[src/rtl/oled_spi_controller.sv]
// SSD1331 (PmodOLEDrgb) power-up/init sequencer and pixel streamer with a built-in
// mode-0 SPI byte master. Commands go out with dc_o low, pixel bytes with dc_o high.
module oled_spi_controller #(
    parameter int CLK_DIV = 4,
    parameter int PWR_DLY = 20,
    parameter int RES_DLY = 10,
    parameter int VCC_DLY = 20
) (
    input  logic       clk_i,
    input  logic       rst_i,
    input  logic       start_i,
    input  logic [7:0] pixel_i,
    input  logic       pixel_valid_i,
    output logic       pixel_ready_o,
    output logic       sclk_o,
    output logic       mosi_o,
    output logic       cs_o,
    output logic       dc_o,
    output logic       res_o,
    output logic       vccen_o,
    output logic       pmoden_o,
    output logic       busy_o,
    output logic       spi_done_o
);

    localparam logic [3:0] ST_IDLE     = 4'd0;
    localparam logic [3:0] ST_PWR_ON   = 4'd1;
    localparam logic [3:0] ST_RES_LOW  = 4'd2;
    localparam logic [3:0] ST_RES_HIGH = 4'd3;
    localparam logic [3:0] ST_INIT_CMD = 4'd4;
    localparam logic [3:0] ST_VCC_ON   = 4'd5;
    localparam logic [3:0] ST_DISP_ON  = 4'd6;
    localparam logic [3:0] ST_READY    = 4'd7;
    localparam logic [3:0] ST_PIX_SEND = 4'd8;

    localparam logic [2:0] SP_IDLE = 3'd0;
    localparam logic [2:0] SP_LOAD = 3'd1;
    localparam logic [2:0] SP_LOW  = 3'd2;
    localparam logic [2:0] SP_HIGH = 3'd3;
    localparam logic [2:0] SP_DONE = 3'd4;

    localparam logic [5:0]  ROM_LAST = 6'd41;
    localparam logic [15:0] DIV_LAST = 16'(CLK_DIV - 1);
    localparam logic [15:0] PWR_LAST = 16'(PWR_DLY - 1);
    localparam logic [15:0] RES_LAST = 16'(RES_DLY - 1);
    localparam logic [15:0] VCC_LAST = 16'(VCC_DLY - 1);

    logic [3:0]  r_state;
    logic [15:0] r_cnt;
    logic [5:0]  r_rom_idx;
    logic [7:0]  r_spi_byte;
    logic        r_spi_start;
    logic        r_dc;
    logic        r_res;
    logic        r_vccen;
    logic        r_pmoden;
    logic        r_busy;

    logic [2:0]  r_phase;
    logic [15:0] r_div_cnt;
    logic [2:0]  r_bit_cnt;
    logic [7:0]  r_shift;
    logic        r_sclk;
    logic        r_mosi;
    logic        r_cs;
    logic        r_spi_done;

    logic        w_byte_end;

    // Init command list, including the trailing clear-window command.
    function automatic logic [7:0] f_rom(input logic [5:0] idx);
        case (idx)
            6'd0:  f_rom = 8'hAE;  6'd1:  f_rom = 8'hA0;  6'd2:  f_rom = 8'h72;
            6'd3:  f_rom = 8'hA1;  6'd4:  f_rom = 8'h00;  6'd5:  f_rom = 8'hA2;
            6'd6:  f_rom = 8'h00;  6'd7:  f_rom = 8'hA4;  6'd8:  f_rom = 8'hA8;
            6'd9:  f_rom = 8'h3F;  6'd10: f_rom = 8'hAD;  6'd11: f_rom = 8'h8E;
            6'd12: f_rom = 8'hB0;  6'd13: f_rom = 8'h0B;  6'd14: f_rom = 8'hB1;
            6'd15: f_rom = 8'h31;  6'd16: f_rom = 8'hB3;  6'd17: f_rom = 8'hF0;
            6'd18: f_rom = 8'h8A;  6'd19: f_rom = 8'h64;  6'd20: f_rom = 8'h8B;
            6'd21: f_rom = 8'h78;  6'd22: f_rom = 8'h8C;  6'd23: f_rom = 8'h64;
            6'd24: f_rom = 8'hBB;  6'd25: f_rom = 8'h3A;  6'd26: f_rom = 8'hBE;
            6'd27: f_rom = 8'h3E;  6'd28: f_rom = 8'h87;  6'd29: f_rom = 8'h06;
            6'd30: f_rom = 8'h81;  6'd31: f_rom = 8'h91;  6'd32: f_rom = 8'h82;
            6'd33: f_rom = 8'h50;  6'd34: f_rom = 8'h83;  6'd35: f_rom = 8'h7D;
            6'd36: f_rom = 8'h2E;  6'd37: f_rom = 8'h25;  6'd38: f_rom = 8'h00;
            6'd39: f_rom = 8'h00;  6'd40: f_rom = 8'h5F;  6'd41: f_rom = 8'h3F;
            default: f_rom = 8'h00;
        endcase
    endfunction

    // Last cycle of a byte: lets the next command launch right after spi_done_o.
    assign w_byte_end = (r_phase == SP_DONE);

    always_ff @(posedge clk_i) begin
        if (rst_i) begin
            r_state     <= ST_IDLE;
            r_cnt       <= '0;
            r_rom_idx   <= '0;
            r_spi_byte  <= '0;
            r_spi_start <= 1'b0;
            r_dc        <= 1'b0;
            r_res       <= 1'b1;
            r_vccen     <= 1'b0;
            r_pmoden    <= 1'b0;
            r_busy      <= 1'b0;
        end else begin
            r_spi_start <= 1'b0;
            case (r_state)
                ST_IDLE: begin
                    if (start_i) begin
                        r_state  <= ST_PWR_ON;
                        r_pmoden <= 1'b1;
                        r_busy   <= 1'b1;
                        r_cnt    <= '0;
                    end
                end
                ST_PWR_ON: begin
                    if (r_cnt == PWR_LAST) begin
                        r_state <= ST_RES_LOW;
                        r_res   <= 1'b0;
                        r_cnt   <= '0;
                    end else begin
                        r_cnt <= r_cnt + 16'd1;
                    end
                end
                ST_RES_LOW: begin
                    if (r_cnt == RES_LAST) begin
                        r_state <= ST_RES_HIGH;
                        r_res   <= 1'b1;
                        r_cnt   <= '0;
                    end else begin
                        r_cnt <= r_cnt + 16'd1;
                    end
                end
                ST_RES_HIGH: begin
                    if (r_cnt == RES_LAST) begin
                        r_state     <= ST_INIT_CMD;
                        r_rom_idx   <= '0;
                        r_spi_byte  <= f_rom(6'd0);
                        r_spi_start <= 1'b1;
                        r_dc        <= 1'b0;
                        r_cnt       <= '0;
                    end else begin
                        r_cnt <= r_cnt + 16'd1;
                    end
                end
                ST_INIT_CMD: begin
                    if (w_byte_end) begin
                        if (r_rom_idx == ROM_LAST) begin
                            r_state <= ST_VCC_ON;
                            r_vccen <= 1'b1;
                            r_cnt   <= '0;
                        end else begin
                            r_rom_idx   <= r_rom_idx + 6'd1;
                            r_spi_byte  <= f_rom(r_rom_idx + 6'd1);
                            r_spi_start <= 1'b1;
                        end
                    end
                end
                ST_VCC_ON: begin
                    if (r_cnt == VCC_LAST) begin
                        r_state     <= ST_DISP_ON;
                        r_spi_byte  <= 8'hAF;
                        r_spi_start <= 1'b1;
                        r_cnt       <= '0;
                    end else begin
                        r_cnt <= r_cnt + 16'd1;
                    end
                end
                ST_DISP_ON: begin
                    if (r_spi_done) begin
                        r_state <= ST_READY;
                        r_busy  <= 1'b0;
                    end
                end
                ST_READY: begin
                    if (pixel_valid_i) begin
                        r_state     <= ST_PIX_SEND;
                        r_spi_byte  <= pixel_i;
                        r_spi_start <= 1'b1;
                        r_dc        <= 1'b1;
                        r_busy      <= 1'b1;
                    end
                end
                ST_PIX_SEND: begin
                    if (r_spi_done) begin
                        r_state <= ST_READY;
                        r_busy  <= 1'b0;
                    end
                end
                default: r_state <= ST_IDLE;
            endcase
        end
    end

    // SPI byte engine: one load cycle, then 8 x (CLK_DIV low, CLK_DIV high).
    always_ff @(posedge clk_i) begin
        if (rst_i) begin
            r_phase    <= SP_IDLE;
            r_div_cnt  <= '0;
            r_bit_cnt  <= '0;
            r_shift    <= '0;
            r_sclk     <= 1'b0;
            r_mosi     <= 1'b0;
            r_cs       <= 1'b1;
            r_spi_done <= 1'b0;
        end else begin
            r_spi_done <= 1'b0;
            case (r_phase)
                SP_IDLE: begin
                    if (r_spi_start) begin
                        r_cs      <= 1'b0;
                        r_mosi    <= r_spi_byte[7];
                        r_shift   <= {r_spi_byte[6:0], 1'b0};
                        r_bit_cnt <= '0;
                        r_phase   <= SP_LOAD;
                    end
                end
                SP_LOAD: begin
                    r_div_cnt <= '0;
                    r_phase   <= SP_LOW;
                end
                SP_LOW: begin
                    if (r_div_cnt == DIV_LAST) begin
                        r_sclk    <= 1'b1;
                        r_div_cnt <= '0;
                        r_phase   <= SP_HIGH;
                    end else begin
                        r_div_cnt <= r_div_cnt + 16'd1;
                    end
                end
                SP_HIGH: begin
                    if (r_div_cnt == DIV_LAST) begin
                        r_sclk    <= 1'b0;
                        r_div_cnt <= '0;
                        if (r_bit_cnt == 3'd7) begin
                            r_cs    <= 1'b1;
                            r_phase <= SP_DONE;
                        end else begin
                            r_mosi    <= r_shift[7];
                            r_shift   <= {r_shift[6:0], 1'b0};
                            r_bit_cnt <= r_bit_cnt + 3'd1;
                            r_phase   <= SP_LOW;
                        end
                    end else begin
                        r_div_cnt <= r_div_cnt + 16'd1;
                    end
                end
                SP_DONE: begin
                    r_spi_done <= 1'b1;
                    r_phase    <= SP_IDLE;
                end
                default: r_phase <= SP_IDLE;
            endcase
        end
    end

    assign pixel_ready_o = (r_state == ST_READY);
    assign sclk_o        = r_sclk;
    assign mosi_o        = r_mosi;
    assign cs_o          = r_cs;
    assign dc_o          = r_dc;
    assign res_o         = r_res;
    assign vccen_o       = r_vccen;
    assign pmoden_o      = r_pmoden;
    assign busy_o        = r_busy;
    assign spi_done_o    = r_spi_done;

endmodule

[config.mk]
export PLATFORM = sky130hd
export DESIGN_NAME = oled_spi_controller
export DESIGN_NICKNAME = d
export VERILOG_FILES = /design/src/rtl/oled_spi_controller.sv
export SDC_FILE = /design/constraint.sdc
export NUM_CORES = 1
export LEC_CHECK = 0
export BUFFER_PORTS_ARGS = -buffer_cell sky130_fd_sc_hd__buf_4
export CAP_MARGIN = 10
export CORE_UTILIZATION = 30
export CTS_BUF_LIST = sky130_fd_sc_hd__clkbuf_8
export DETAILED_ROUTE_END_ITERATION = 10
export HOLD_SLACK_MARGIN = 0.06
export PLACE_DENSITY = 0.5
export SLEW_MARGIN = 40
export SYNTH_ARGS = -nofsm -noshare
export SYNTH_HDL_FRONTEND = slang
export SYNTH_SLANG_ARGS = --single-unit
[constraint.sdc]
create_clock -name clk_i -period 2.7 [get_ports clk_i]
set_input_delay 0.54 -clock clk_i [delete_from_list [all_inputs] [get_ports clk_i]]
set_output_delay 0.54 -clock clk_i [all_outputs]
set_load 0.005 [all_outputs]
==> metrics.txt <==
status=finished clean; DRC=0; Final period util=a little over 90%; crit path from=r_rom_idx[0]$_SDFFE_PP0P_; largest area contributor in the netlist=dfxtp_1; reg2reg start=r_rom_idx[0]$_SDFFE_PP0P_; setup TNS=0 ns; share of the synthesized area in the top cell type=32.1%; first drt pass iteration count=7; cts bufs inserted=9; initial DRC count=between 300 and 400; GRT Overall Usage=15.1%; min cycle time layout=approximately 2.5 ns; IO Port Bufs=21; highest net fanout along the worst path=18; IO Pins=22; Max-Cap Viols=0; FFs w/ async S/R, synth=0%; first-pass GRT wire length=between 15,000 and 20,000 µm; worst hold path type=primary input to flop; final WL=11,800 µm; Setup WS post-layout=between 0.2 and 0.25 ns; max-slew violations=0; Seq/Total Area, Yosys=32.1%; crit end category=flop; Setup crit end=r_spi_byte[4]$_SDFFE_PP0P_; htree depth=3; CP Data Arrival Time=roughly 2.8 ns; Clk pin slew, worst setup/hold paths=roughly 0.080 ns; clk buf depth=2; Area Growth Syn to Fin=13.6%; die area=~0.016 mm²; DR vias=roughly 4,300; Cells after Synth=approximately 610; Synth area leaders=dfxtp_1, nor2_1, a21oi_1, nand2_1, ha_1; share of cells above drive strength 1=roughly 11%; GP Congestion=between 0.9 and 1; Peak VDD IR=269 µV; routed length per instance=around 15 µm; RSZ-0062 raised after global routing=no; postcts setup bufs=0; Clk Latency, worst-skew pair=roughly 0.36 ns; initial core utilization=31.0%; Worst Path Required=approximately 3 ns; FILL cells=1,552; warning count from the yosys run=0; Slew headroom=51.6%; reg-to-reg setup timing slack=0.21 ns; Synth Cell Area=between 0.004 and 0.005 mm²; post-DP HPWL=around 8600 µm; grt ovf=0; final count of negative-setup-slack endpoints=0; CTS tree=done; Synthesized Nets=~640; critical path type=flop to flop; reg2reg path depth=7; # rows=44; Syn Area/Cell=about 7.5 µm²; Core ar.=about 0.015 mm²; Power Density=around 480 mW/mm²; maximum clock rate=around 0.4 GHz; Antenna diodes=0; Pleak=1.85 nW; Yosys cell types=65; DIE WIDTH=around 130 µm; r2r endpoint=r_spi_byte[4]$_SDFFE_PP0P_; largest net degree at the start of global routing=between 50 and 60; vias in the first global route=3,936; worst clock skew=a little under 0.01 ns; vias per std cell=5.31; Clock Sinks=73; crit path launch type=flop; Clk Tree Root Cell=clkbuf_8; Die Ht=between 100 and 150 µm; Post-DRT Antenna Nets=0; Hold Violations, Final=0; prevailing post-synth register cell=dfxtp_1; initial antenna violation count=0; Synth Register Bits=73; number of flops mapped to enable cells by yosys=0; layout net count=between 600 and 700; Post-Place Worst Slack=between 0.15 and 0.2 ns; worst slew pin tran=slightly above 0.7 ns
cell usage in the layout (no fill, tap or decap), drive strengths merged, types with 3 or more instances in the layout:
cell,instances
ha,14
o21ai,34
nand4b,4
nor3,17
dfxtp,73
xor2,9
nor4,10
nand4,7
a31oi,5
a22oi,3
nor4b,3
and3,5
nand2b,13
or3,11
nor2b,7
a311oi,11
xnor2,12
a211oi,7
nand3,27
and2,8
a21oi,52
clkbuf,11
nand2,65
a21o,5
nand3b,7
nor2,83
mux2i,11
buf,45
inv,16
a221oi,6
and3b,4
per-stage QoR:
stage	total power, mW	cell area, µm²	cells	hold WS, ns	utilization (%)
floorplan	1.47	4550	611	0.446	-
CTS	2.51	5160	814	0.440	35.1
detailed placement	1.60	4960	798	0.463	33.7
global route	2.62	5170	814	0.444	35.2
global placement	1.60	4960	798	0.455	33.7
finish	2.47	5170	814	0.462	35.2
critical path, cell delays in order, from the launching register on:
cell and delay, ns:
dfxtp_1 0.33, buf_4 0.21, nand3_1 0.25, xnor2_1 0.66, mux2i_1 0.15, a2111oi_0 0.43
a41oi_1 0.11, a311oi_1 0.26
flip-flops by register name (all words and copies together) (netlist names), 3 cells and up:
name,flops
r_cnt,16
r_spi_byte,8
r_div_cnt,16
r_state,4
r_phase,3
r_shift,7
r_rom_idx,6
r_bit_cnt,3
power breakdown:
group / switching, mW / internal, mW
Sequential: 0.0230 / 1.10
Clock: 0.421 / 0.474
Combinational: 0.276 / 0.173
area by class of cell:
cell class	count	area [µm²]	share of cell area (%)
clock buffers	11	151	2.93
clock inverters	5	55.1	1.06
inverters	15	56.3	1.09
multi-input cells	481	2880	55.7
flip-flops and latches	73	1460	28.2
well taps	184	230	4.45
repair buffers	45	338	6.53
Yosys cell counts, drive strengths merged (6+ instances only):
library cell	count
nand3	27
dfxtp	73
a311oi	11
a221oi	6
xnor2	12
nor2	83
nand3b	7
nor2b	7
nand4	7
and2	8
or3	11
xor2	9
a21oi	52
nor3	17
buf	10
ha	14
o21ai	34
clkbuf	32
nand2b	13
nand2	65
a211oi	7
inv	15
nor4	10
mux2i	11
layer usage:
metal / up-vias / routed length, µm / GRT usage (%)
li1: 2224 / - / -
met3: 20 / 364 / 4.11
met2: 76 / 5490 / 24.0
met1: 2000 / 5700 / 19.1
met5: - / 0 / 0
met4: 0 / 284 / 6.81
worst min path at each step:
| stage | start | end | slack [ns] | depth (start not counted) |
|---|---|---|---|---|
| 2_1_floorplan | r_shift[1]$_SDFFE_PP0P_ | r_shift[1]$_SDFFE_PP0P_ | 0.45 | 2 |
| 3_3_place_gp | cs_o$_SDFFE_PP1P_ | cs_o$_SDFFE_PP1P_ | 0.46 | 2 |
| 3_5_place_dp | r_shift[1]$_SDFFE_PP0P_ | r_shift[1]$_SDFFE_PP0P_ | 0.46 | 2 |
| 4_1_cts | pixel_valid_i | r_state[3]$_SDFFE_PP0P_ | 0.44 | 3 |
| 5_1_grt | pixel_valid_i | r_state[3]$_SDFFE_PP0P_ | 0.44 | 3 |
| 6_report | start_i | pmoden_o$_SDFFE_PP0P_ | 0.46 | 3 |
repair_timing:
| item | 4_1_cts | 5_1_grt |
|---|---|---|
| endpoints found under the hold margin | 0 | 0 |
| endpoints found under the setup margin | 0 | 1 |
| resized for setup | 0 | 1 |
| hold buffers | 0 | 0 |
cells by family after synthesis:
kind of cell | count (synthesis) | share of synthesized area, %
AO/OA/AOI/OAI | 150 | 21.3
XOR/XNOR | 21 | 4.04
adder cells (fa/ha/maj) | 14 | 3.85
buffers and inverters | 57 | 4.86
flip-flops | 73 | 32.1
multiplexers | 12 | 2.66
AND/OR/NAND/NOR | 284 | 31.2
Note: power is estimated with default switching activity, not from simulation.
